[src/rtl/ipv4_header_stripper.sv]
// IPv4 header stripper: parses and validates the IPv4 header, forwards the UDP
// datagram of accepted packets through a single-entry output register.
module ipv4_header_stripper #(
  parameter int unsigned CHECK_CSUM = 1
) (
  input  logic        clk,
  input  logic        rst_n,
  input  logic [7:0]  ip_data_in,
  input  logic        ip_valid_in,
  output logic        ip_ready_out,
  output logic [7:0]  data_out,
  output logic        data_valid_out,
  output logic        data_last_out,
  input  logic        ready_in,
  output logic [31:0] src_ip,
  output logic [31:0] dst_ip,
  output logic [15:0] ip_total_length,
  output logic        hdr_valid,
  output logic        drop_pulse,
  output logic [15:0] drop_count
);

  typedef enum logic [1:0] {S_HDR, S_FWD, S_DROP} state_e;

  state_e      state_q, state_d;
  logic [15:0] byte_cnt_q, byte_cnt_d;
  logic [7:0]  ver_ihl_q, ver_ihl_d;
  logic [15:0] tot_len_q, tot_len_d;
  logic [7:0]  proto_q, proto_d;
  logic [31:0] src_cap_q, src_cap_d;
  logic [31:0] dst_cap_q, dst_cap_d;
  logic [15:0] csum_q, csum_d;
  logic [7:0]  csum_hi_q, csum_hi_d;
  logic [7:0]  data_q, data_d;
  logic        dv_q, dv_d;
  logic        last_q, last_d;
  logic [31:0] src_ip_q, src_ip_d;
  logic [31:0] dst_ip_q, dst_ip_d;
  logic [15:0] ip_tot_q, ip_tot_d;
  logic        hdr_valid_q, hdr_valid_d;
  logic        drop_pulse_q, drop_pulse_d;
  logic [15:0] drop_count_q, drop_count_d;

  logic        in_fire, out_fire, pkt_last, reject;
  logic [3:0]  ihl;
  logic [15:0] hdr_len, hdr_last, min_len;
  logic [16:0] csum_sum;
  logic [15:0] csum_next;

  assign ihl      = ver_ihl_q[3:0];
  // A short IHL still waits for the 20 fixed bytes so total_length is known before dropping.
  assign hdr_len  = (ihl < 4'd5) ? 16'd20 : {10'd0, ihl, 2'b00};
  assign hdr_last = hdr_len - 16'd1;
  assign min_len  = hdr_len + 16'd8;

  assign csum_sum  = {1'b0, csum_q} + {1'b0, csum_hi_q, ip_data_in};
  assign csum_next = csum_sum[15:0] + {15'd0, csum_sum[16]};

  assign reject = (ver_ihl_q[7:4] != 4'd4) || (ihl < 4'd5) || (tot_len_q < min_len) ||
                  (proto_q != 8'd17) || ((CHECK_CSUM != 0) && (csum_next != 16'hFFFF));

  assign ip_ready_out = (state_q != S_FWD) || !dv_q || ready_in;
  assign in_fire      = ip_valid_in && ip_ready_out;
  assign out_fire     = dv_q && ready_in;
  assign pkt_last     = (byte_cnt_q == tot_len_q - 16'd1);

  always_comb begin
    state_d      = state_q;
    byte_cnt_d   = byte_cnt_q;
    ver_ihl_d    = ver_ihl_q;
    tot_len_d    = tot_len_q;
    proto_d      = proto_q;
    src_cap_d    = src_cap_q;
    dst_cap_d    = dst_cap_q;
    csum_d       = csum_q;
    csum_hi_d    = csum_hi_q;
    data_d       = data_q;
    dv_d         = dv_q;
    last_d       = last_q;
    src_ip_d     = src_ip_q;
    dst_ip_d     = dst_ip_q;
    ip_tot_d     = ip_tot_q;
    hdr_valid_d  = 1'b0;
    drop_pulse_d = 1'b0;
    drop_count_d = drop_count_q;

    if (out_fire) dv_d = 1'b0;

    if (in_fire) begin
      byte_cnt_d = byte_cnt_q + 16'd1;
      unique case (state_q)
        S_HDR: begin
          if (byte_cnt_q == 16'd0) ver_ihl_d = ip_data_in;
          if (byte_cnt_q == 16'd2) tot_len_d = {ip_data_in, tot_len_q[7:0]};
          if (byte_cnt_q == 16'd3) tot_len_d = {tot_len_q[15:8], ip_data_in};
          if (byte_cnt_q == 16'd9) proto_d = ip_data_in;
          if (byte_cnt_q >= 16'd12 && byte_cnt_q <= 16'd15) src_cap_d = {src_cap_q[23:0], ip_data_in};
          if (byte_cnt_q >= 16'd16 && byte_cnt_q <= 16'd19) dst_cap_d = {dst_cap_q[23:0], ip_data_in};

          if (byte_cnt_q == 16'd0) begin
            csum_d    = '0;
            csum_hi_d = ip_data_in;
          end else if (byte_cnt_q[0]) begin
            csum_d = csum_next;
          end else begin
            csum_hi_d = ip_data_in;
          end

          if (byte_cnt_q == hdr_last) begin
            if (reject) begin
              drop_pulse_d = 1'b1;
              if (drop_count_q != 16'hFFFF) drop_count_d = drop_count_q + 16'd1;
              // A length that ends inside the header leaves nothing further to consume.
              if (tot_len_q <= hdr_len) begin
                state_d    = S_HDR;
                byte_cnt_d = '0;
              end else begin
                state_d = S_DROP;
              end
            end else begin
              state_d     = S_FWD;
              src_ip_d    = src_cap_d;
              dst_ip_d    = dst_cap_d;
              ip_tot_d    = tot_len_q;
              hdr_valid_d = 1'b1;
            end
          end
        end
        S_FWD: begin
          data_d = ip_data_in;
          dv_d   = 1'b1;
          last_d = pkt_last;
          if (pkt_last) begin
            state_d    = S_HDR;
            byte_cnt_d = '0;
          end
        end
        S_DROP: begin
          if (pkt_last) begin
            state_d    = S_HDR;
            byte_cnt_d = '0;
          end
        end
        default: begin
          state_d    = S_HDR;
          byte_cnt_d = '0;
        end
      endcase
    end
  end

  always_ff @(posedge clk) begin
    if (!rst_n) begin
      state_q      <= S_HDR;
      byte_cnt_q   <= '0;
      ver_ihl_q    <= '0;
      tot_len_q    <= '0;
      proto_q      <= '0;
      src_cap_q    <= '0;
      dst_cap_q    <= '0;
      csum_q       <= '0;
      csum_hi_q    <= '0;
      data_q       <= '0;
      dv_q         <= 1'b0;
      last_q       <= 1'b0;
      src_ip_q     <= '0;
      dst_ip_q     <= '0;
      ip_tot_q     <= '0;
      hdr_valid_q  <= 1'b0;
      drop_pulse_q <= 1'b0;
      drop_count_q <= '0;
    end else begin
      state_q      <= state_d;
      byte_cnt_q   <= byte_cnt_d;
      ver_ihl_q    <= ver_ihl_d;
      tot_len_q    <= tot_len_d;
      proto_q      <= proto_d;
      src_cap_q    <= src_cap_d;
      dst_cap_q    <= dst_cap_d;
      csum_q       <= csum_d;
      csum_hi_q    <= csum_hi_d;
      data_q       <= data_d;
      dv_q         <= dv_d;
      last_q       <= last_d;
      src_ip_q     <= src_ip_d;
      dst_ip_q     <= dst_ip_d;
      ip_tot_q     <= ip_tot_d;
      hdr_valid_q  <= hdr_valid_d;
      drop_pulse_q <= drop_pulse_d;
      drop_count_q <= drop_count_d;
    end
  end

  assign data_out        = data_q;
  assign data_valid_out  = dv_q;
  assign data_last_out   = last_q;
  assign src_ip          = src_ip_q;
  assign dst_ip          = dst_ip_q;
  assign ip_total_length = ip_tot_q;
  assign hdr_valid       = hdr_valid_q;
  assign drop_pulse      = drop_pulse_q;
  assign drop_count      = drop_count_q;

endmodule

[config.mk]
export PLATFORM = sky130hd
export DESIGN_NAME = ipv4_header_stripper
export DESIGN_NICKNAME = d
export VERILOG_FILES = /design/src/rtl/ipv4_header_stripper.sv
export SDC_FILE = /design/constraint.sdc
export NUM_CORES = 1
export LEC_CHECK = 0
export ABC_AREA = 1
export ABC_CLOCK_PERIOD_IN_PS = 11390
export CORE_MARGIN = 4
export CORE_UTILIZATION = 25
export CTS_CLUSTER_DIAMETER = 120
export DETAILED_ROUTE_END_ITERATION = 8
export SYNTH_ARGS = -nofsm -noshare
export SYNTH_HDL_FRONTEND = slang
export SYNTH_SLANG_ARGS = --single-unit
[constraint.sdc]
create_clock -name clk -period 11.39 [get_ports clk]
set_clock_uncertainty 0.15 [all_clocks]
set_input_delay 1.7085 -clock clk [delete_from_list [all_inputs] [get_ports clk]]
set_output_delay 1.7085 -clock clk [all_outputs]
set_load 0.01 [all_outputs]
### After elaboration in Yosys (flattened, before gate mapping)

Index checks and enable logic that the tools add are counted.

* logic and storage cells: 100
* input bits: 12
* output and inout bits: 109
* bits in registers: 246

* eq/ne operators: 15
* add/sub/neg operators: 7
* bitwise gates (word level): 2
* reduce and logical (&&, ||, !) cells: 27
* $lt $le $gt $ge: 7
* multiplexer cells: 23

Operator list (number)
* two-way mux 16 bit: 6
* two-way mux 32 bit: 2
* adder 16 x 1 -> 16 bit (second input constant): 2
* == test 16 bit: 2
* == test 16 x 2 -> 1 bit (second input constant): 2
* != test 16 bit (second input constant): 2
* case mux 16 bit (2 select lines): 1
* two-way mux 8 bit: 3
* AND reduction 3 bit: 6
* adder 16 x 16 -> 17 bit: 1
* adder 16 x 1 -> 16 bit: 1
* == test 16 x 4 -> 1 bit (second input constant): 1
* >= comparator 16 x 4 -> 1 bit (second input constant): 1
* >= comparator 16 x 5 -> 1 bit (second input constant): 1
* less-or-equal comparator 16 x 4 -> 1 bit (second input constant): 1
* less-or-equal comparator 16 x 5 -> 1 bit (second input constant): 1
* less-or-equal comparator 16 x 6 -> 1 bit: 1
* zero test 16 bit: 1
* less-than comparator 16 x 7 -> 1 bit: 1
* subtractor 16 x 1 -> 16 bit (second input constant): 1
* AND reduction 4 bit: 3
* two-way mux 2 bit: 4
* != test 8 x 5 -> 1 bit (second input constant): 1
* adder 6 x 4 -> 7 bit (second input constant): 1
* 19 further kinds: 35

### Longest topological paths before layout

Gate-level depths: netlist of the first run.

* depth after elaboration: 10
* mapped depth: 30
* mapped depth without buffers: 30

### Least setup slack after synthesis of the first run

Ideal clock, no wire load.

* kind: input-to-reg
* from: in ip_data_in[0]
* to: reg dst_ip_q[4] (netlist: dst_ip[4])
* path buffers: 2
* library setup time: 0.145 ns
* slack: 6.197 ns
* stages on the path: 27
* arrival: 4.898 ns
* data required time: 11.095 ns
* cell sequence: ha_1 > inv_1 > fa_1 > inv_1 > nand2_1 > nand3_1 > nand3b_1 > nand2_1 > a21oi_1 > o21bai_1 > ha_1 > ha_1 > inv_1 > nor2_2 > nand3_2 > nor2_2 > nand3_1 > nor2_2 > nand2_1 > nand2_1 > nand3_2 > nor2_2 > nand3_4 > nor2_4 > buf_6 > buf_2 > a211oi_1

* word-level cells in the longest chain between the ends: 6

Ends and longest elaborated chain
* start: declaration: RTL line 8 `input logic [7:0] ip_data_in,`
* adder 16 x 16 -> 17 bit: RTL line 56 `assign csum_sum = {1'b0, csum_q} + {1'b0, csum_hi_q, ip_data_in};`
* adder 16 x 1 -> 16 bit: RTL line 57 `assign csum_next = csum_sum[15:0] + {15'd0, csum_sum[16]};`
* != test 16 bit: RTL line 60 `(proto_q != 8'd17) || ((CHECK_CSUM != 0) && (csum_next != 16'hFFFF));`
* logical OR 1 bit: RTL line 60
* inverter 1 bit (no line)
* AND reduction 4 bit (no line)
* end signal: assignment: RTL line 186 `dst_ip_q <= dst_ip_d;`
* end: declaration: RTL line 38 `logic [31:0] dst_ip_q, dst_ip_d;`

No other way between the ends.
A chain may end at the register's enable or synchronous reset.

### Final worst setup path of the first run

* from: in ip_data_in[1]
* to: reg dst_ip_q[8] (netlist: dst_ip[8])

Same word-level chain as after synthesis.

==> metrics.md, run 1 <==
| Metric | Value |
|---|---|
| Deepest clock path buffer count | 3 |
| H-Tree Depth | 1 |
| # rows | 82 |
| Vias in the first global route | 11357 |
| Clock Tree Root | clkbuf_16 |
| Die Ht | 233.8 microns |
| WL/cell | 15.15 microns |
| Mapped Area | 0.01274 sq mm |
| Worst path slowest cell | buf_4 |
| FF+latch area | 0.004925 sq mm |
| CTS Hold Bufs | 0 |
| FFs w/ async S/R, synth | 0% |
| Worst setup endpoint | dst_ip[8] |
| Worst-Margin Slew | 1075 ps |
| CP required | 11720 ps |
| Achievable Freq | 0.1370 GHz |
| PnR Total Power | 1.958 mW |
| Setup bufs post-CTS | 0 |
| Setup slack, reg-to-reg | 5570 ps |
| Core area | 0.05027 sq mm |
| TritonCTS sink count | 246 |
| Slew headroom | 27.73% |
| Placer Congestion | 0.8707 |
| Synth cell types | 44 |
| Period Utilization, post-route | 64.07% |
| Vias after detailed routing | 11954 |
| Chip Width | 233.8 microns |
| RSZ-0062 raised after global routing | no |
| DR iter-0 viols | 966 |
| Die area | 0.05466 sq mm |
| Fill cells | 5443 |
| GR Util All Layers | 13.88% |
| Sum of routed wire length over all layers | 38840 microns |
| MaxCap Viol Count | 0 |
| Drt pass-1 iters | 6 |
| Max-slew violations | 0 |
| Final setup vio count | 0 |
| Largest fanout on the critical path | 79 |
| FF-to-FF path depth | 28 |
| Slowest stage delay, CP | 790 ps |
| P_sw | 512.6 uW |
| Endpoints failing hold | 0 |
| Grt ovf | 0 |
| Multi-input gate area | 0.006628 sq mm |
| Pwr/cell area | 127.4 mW/mm^2 |
| Initial antenna violation count | 0 |
| Worst setup SP type | input pin |
| Ports | 121 |
| First-pass GRT wire length | 61780 microns |
| Stages on the worst setup path | 28 |
| Flops & latches, synth | 246 |
| Synth-to-layout area growth | 20.64% |
| WP data arrival | 7630 ps |
| Final-stage net count | 1931 |
| WP buf/inv | 6 |
| Detailed-placement wirelength estimate | 28040 microns |
| Cts bufs inserted | 27 |
| Resized cells post-CTS | 0 |
| Port-buffer cells | 120 |
| Clock transition at path regs | 70 ps |
| Reg2reg start | csum_q[0] |
| Synthesized area per cell | 7.080 sq um |
| Tmin final | 7298 ps |
| # DRC | 0 |
| Clock network power share | 44.6% |
| Worst skew pair latency | 570 ps |
| DR vias/cell | 4.662 |
| Switching Fraction | 26.17% |
| Final ANT Viol Nets | 0 |
| Crit path kind | input pin to flop |
| Syn nets | 1854 |
| Top FF cell, synth | dfxtp_1 |
| Critical Path End Type | flop |
| Layout cell share with drive strength beyond 1 | 6.448% |
| Maximum vdd drop | 0.09677 mV |
| Status | completed |
| Comb power frac | 9.4% |
| Effective utilization at floorplan | 25.35% |
| CP Launch Point | ip_data_in[1] |
| Delay-heaviest family, CP | simple AND/OR/NAND/NOR gates |
| Post-synth EDFFs | 0 |
| Antenna diode count | 0 |
| Leak | 6.203 nW |
| Total negative setup slack | 0 ps |
| Seq pwr share | 46.0% |
| Yosys Warn Count | 0 |
| Synth Instances | 1800 |
| Post-synthesis sequential area ratio | 38.64% |
| P_int | 1.446 mW |
| Hold WC Path Type | flop to flop |
| CTS tree | built |
| Reg-to-reg critical path endpoint | dst_ip[8] |
| Largest net degree at the start of global routing | 91 |
==> worst min path at each step <==
stage / from / to / depth (start not counted)
after floorplan: ver_ihl_q[0] / ver_ihl_q[0] / 2
after global placement: data_last_out / data_last_out / 2
after detailed placement: data_last_out / data_last_out / 2
after CTS: data_last_out / data_last_out / 2
after global routing: csum_q[3] / csum_q[3] / 2
final: data_last_out / data_last_out / 2
==> worst reg2reg max path, delay by kind of cell, from the launching register on <==
kind / cells / cell delay [ps]
AOI/OAI and AO/OA: 3 / 410
DFF: 1 / 330
adders and majority gates: 4 / 1010
buffers and inverters: 5 / 1520
and+or+nand+nor: 16 / 2320
==> cell type report <==
class / count / area share (%)
Clock buffer: 35 / 4.850
Clock inverter: 9 / 0.7487
Inverter: 221 / 5.412
Multi-Input combinational cell: 1249 / 43.11
Sequential cell: 246 / 32.03
Tap cell: 672 / 5.469
Timing Repair Buffer: 132 / 8.382
==> cells in the final DEF, fill, tap and decap left out, types with 3 or more instances in the layout <==
| cell | instances |
|---|---|
| buf_4 | 13 |
| inv_1 | 217 |
| nand3_2 | 4 |
| ha_1 | 41 |
| nand3_1 | 82 |
| dfxtp_1 | 246 |
| nand4_1 | 34 |
| a211oi_2 | 30 |
| clkbuf_1 | 4 |
| xnor2_1 | 10 |
| mux2i_1 | 24 |
| clkbuf_8 | 4 |
| nand2_2 | 6 |
| nor3_1 | 16 |
| nor2_1 | 241 |
| clkbuf_16 | 27 |
| o211ai_1 | 7 |
| clkdlybuf4s50_1 | 119 |
| clkinv_2 | 4 |
| nor2_4 | 3 |
| nand3b_1 | 5 |
| a21oi_1 | 165 |
| xor2_1 | 32 |
| or2_2 | 7 |
| nand2_1 | 314 |
| inv_2 | 3 |
| nor2_2 | 9 |
| a211oi_1 | 13 |
| o21ai_0 | 186 |
==> sequential cells by signal (all words and copies together), names as in the netlist, 2 cells and up <==
| name | count |
|---|---|
| byte_cnt_q | 16 |
| csum_hi_q | 8 |
| csum_q | 16 |
| data_out | 8 |
| drop_count | 16 |
| dst_cap_q | 32 |
| dst_ip | 32 |
| ip_total_length | 16 |
| proto_q | 8 |
| src_cap_q | 32 |
| src_ip | 32 |
| state_q | 2 |
| tot_len_q | 16 |
| ver_ihl_q | 8 |
==> metal layers <==
metal / vias up / track usage [%] / wire (microns)
li1: 6026 / - / -
met1: 5561 / 18.30 / 17820
met2: 294 / 22.91 / 17560
met3: 73 / 2.587 / 2184
met4: 0 / 4.623 / 1276
met5: - / 0 / 0
==> metrics by stage <==
stage	worst slack [ps]	hold slack [ps]	cell area (sq um)	cells	util (%)
5_1_grt	3469	345.2	15370	2564	30.58
3_5_place_dp	3538	307.5	14510	2520	28.87
3_3_place_gp	3742	307.8	14510	2520	28.87
6_report	4092	317.4	15370	2564	30.58
4_1_cts	4108	317.9	15370	2564	30.58
2_1_floorplan	6197	291.0	12740	1800	-
==> power groups by stage <==
stage	clock (mW)	combinational (mW)	sequential [mW]
floorplan	0	0.137	0.913
global placement	0	0.180	0.919
detailed placement	0	0.184	0.920
CTS	0.896	0.185	0.901
global route	0.927	0.210	0.903
finish	0.873	0.185	0.901
==> synth_stat cells, types with 2 or more instances <==
library cell	n	share of area [%]
buf_1	5	0.15
inv_2	4	0.12
buf_2	5	0.20
xnor2_1	10	0.69
o21ai_1	2	0.079
nor3_1	16	0.63
inv_1	217	6.4
nand3_2	4	0.31
nor2_4	3	0.27
nor2_1	242	7.1
buf_4	6	0.35
o21bai_1	2	0.12
clkbuf_1	63	1.9
a21oi_1	165	6.5
o21ai_0	186	7.3
nand4_1	34	1.7
buf_6	5	0.44
a211oi_1	13	0.77
or2_2	7	0.34
ha_1	41	4.0
mux2i_1	24	1.9
nand3b_1	5	0.29
xor2_1	32	2.2
nand3_1	82	3.2
nor2_2	8	0.39
a31o_2	2	0.14
dfxtp_1	246	39
nand2_2	6	0.29
a211oi_2	30	2.9
and2_1	2	0.098
nand2_1	314	9.2
o211ai_1	7	0.41
==> logic make-up after synthesis <==
family	synth area share, %
mux	1.885
fa+ha+maj	4.182
xor+xnor	2.886
buf+inv	9.503
simple gates	24.22
compound gates	18.68
flops	38.64
(Power assumes the default switching activity.)
==> run 2, diff against run 1 <==
ABC_CLOCK_PERIOD_IN_PS = 6200   (was 11390)
clock period = 6.2 ns   (was 11.39 ns; I/O delays follow)
==> run 2 against run 1 <==
Design area increased by 1.4%. Final cell count grew 0.59%. Die area is the same. Clock-buffer cell count grew 7. Hold slack worse by 1.4 ps. Critical path depth unchanged. Sequential cell count unchanged. Core utilization up 0.42 points. Largest power group is now clock.
==> metrics.md, run 2 (synthesis results as in run 1) <==
| Metric | Value |
|---|---|
| Status | completed |
| Die area | 0.05466 sq mm (unchanged) |
| TritonCTS sink count | 246 (unchanged) |
| Detailed-placement wirelength estimate | 27740 microns (-1.1%) |
| First-pass GRT wire length | 60360 microns (-2.3%) |
| Cts bufs inserted | 28 (+3.7%) |
| Slew headroom | 22.79% (-4.9 points) |
| Max-slew violations | 0 (unchanged) |
| Final setup vio count | 0 (unchanged) |
| Reg2reg start | csum_q[0] |
| Fin Hold WS | 316.1 ps (-1.359 ps) |
| Effective utilization at floorplan | 25.35% (unchanged) |
| CP Launch Point | ip_data_in[0] |
| WP data arrival | 5550 ps (-2080 ps) |
| Most common cell after layout, fill and taps aside | nand2_1 |
| DR vias/cell | 4.641 (-0.47%) |
| HP Start | data_last_out |
| Chip Width | 233.8 microns (unchanged) |
| Leak | 6.301 nW (+1.6%) |
| Tmin final | 5220 ps |
| CTS tree | built |
| H-Tree Depth | 1 (unchanged) |
| Hold depth | 2 (unchanged) |
| Setup slack, reg-to-reg | 1680 ps (-3890 ps) |
| Vias after detailed routing | 11968 (+0.12%) |
| Antenna diode count | 0 (unchanged) |
| Largest net degree at the start of global routing | 125 (+37%) |
| Setup bufs post-CTS | 0 (unchanged) |
| CTS Hold Bufs | 0 (unchanged) |
| Core area | 0.05027 sq mm (unchanged) |
| DR iter-0 viols | 706 (-27%) |
| WL/cell | 14.91 microns (-1.6%) |
| Port-buffer cells | 120 (unchanged) |
| FF-to-FF path depth | 27 (-3.6%) |
| Worst setup SP type | input pin |
| Pwr/cell area | 242.0 mW/mm^2 (+90%) |
| RSZ-0062 raised after global routing | no |
| Min-Delay Endpoint | data_last_out |
| Clock Tree Root | clkbuf_16 |
| Resized cells post-CTS | 0 (unchanged) |
| Grt ovf | 0 (unchanged) |
| Synth-to-layout area growth | 22.30% |
| Period Utilization, post-route | 84.19% |
| Worst-Margin Slew | 1158 ps (+83.07 ps) |
| Vias in the first global route | 11223 (-1.2%) |
| CP required | 6530 ps (-5190 ps) |
| Die Ht | 233.8 microns (unchanged) |
| Initial antenna violation count | 0 (unchanged) |
| Hold WC Path Type | flop to flop |
| Deepest clock path buffer count | 3 (unchanged) |
| Clock transition at path regs | 60 ps (about the same) |
| Crit path kind | input pin to flop |
| Ports | 121 (unchanged) |
| GR Util All Layers | 13.52% (-0.37 points) |
| Achievable Freq | 0.1916 GHz |
| MaxCap Viol Count | 0 (unchanged) |
| Reg-to-reg critical path endpoint | ip_total_length[3] |
| Critical Path End Type | flop |
| Worst skew pair latency | 560 ps (about the same) |
| Placer Congestion | 0.8569 (-1.6%) |
| Sum of routed wire length over all layers | 38460 microns (-0.99%) |
| Final ANT Viol Nets | 0 (unchanged) |
| Endpoints failing hold | 0 (unchanged) |
| Largest fanout on the critical path | 21 (-73%) |
| Maximum vdd drop | 0.1844 mV (+91%) |
| Total negative setup slack | 0 ps (unchanged) |
| Layout cell share with drive strength beyond 1 | 6.922% (+0.47 points) |
| # rows | 82 (unchanged) |
| # DRC | 0 (unchanged) |
| Final-stage net count | 1939 (+0.41%) |
| Most frequent cells in the layout | 314 x nand2_1, 246 x dfxtp_1, 241 x nor2_1 |
| Drt pass-1 iters | 5 (-1) |
-- run 2: changes by cell type in the layout (fill, tap and decap cells not counted), sizes merged --
| cell | previous run | this run |
|---|---|---|
| clkinv | 4 | 2 |
| bufinv | 2 | 4 |
| inv | 222 | 223 |
| buf | 13 | 20 |
| clkbuf | 35 | 42 |
-- run 2: worst max path at each step --
stage | to | slack (ps) | cells past startpoint
2_1_floorplan | dst_ip[4] | 1790 | 27
4_1_cts | ip_total_length[5] | 1040 | 28
3_5_place_dp | dst_ip[26] | 470 | 28
3_3_place_gp | src_ip[31] | 640 | 27
5_1_grt | ip_total_length[3] | 530 | 28
6_report | ip_total_length[3] | 980 | 28
-- run 2: cell type report --
cell class / instances / area [sq um]
multi-input combinational: 1249 / 6624
fill: 5429 / 34690
clock inverter: 10 / 173.9
sequential: 246 / 4925
clock buffer: 42 / 813.3
inverter: 221 / 832.0
timing repair buffer: 139 / 1379
tap: 672 / 840.8
-- run 2: stage by stage --
stage	std cells	cell area (sq um)	utilization, %	power [mW]	worst slack [ps]
finish	2579	15590	31.01	3.772	980.1
global route	2579	15590	31.01	3.926	529.3
CTS	2579	15590	31.01	3.820	1036
detailed placement	2527	14600	29.04	2.032	474.7
global placement	2527	14600	29.04	2.025	643.6
floorplan	1800	12740	-	1.929	1785
-- run 2: metal layers --
metal	vias up	GRT usage [%]	routed length (microns)
met5	-	0	0
met4	0	4.363	1215
met3	71	2.442	2116
met2	259	22.25	17700
met1	5577	17.96	17430
li1	6061	-	-
-- run 2: where the power goes --
group	switching, mW	internal, mW	leakage, nW
registers	0.0318	1.62	2.00
clock network	0.695	1.08	0.474
logic	0.237	0.108	3.83
total	0.964	2.81	6.30
-- run 2: worst max-delay path: stages --
cell and delay, ps:
clkdlybuf4s50_1 610, ha_1 280, inv_1 70, fa_1 390
inv_1 130, nand2_1 60, nand3_1 110, nand3b_1 110
nand2_1 100, a21oi_1 80, o21bai_1 160, ha_1 190
ha_1 180, inv_1 60, nor2_2 130, nand3_2 130
nor2_2 190, nand3_1 130, nor2_2 140, nand2_1 60
nand2_1 110, nand3_2 80, nor2_2 160, nand3_4 150
nor2_4 210, buf_4 270, o21ai_0 120, a21oi_1 180
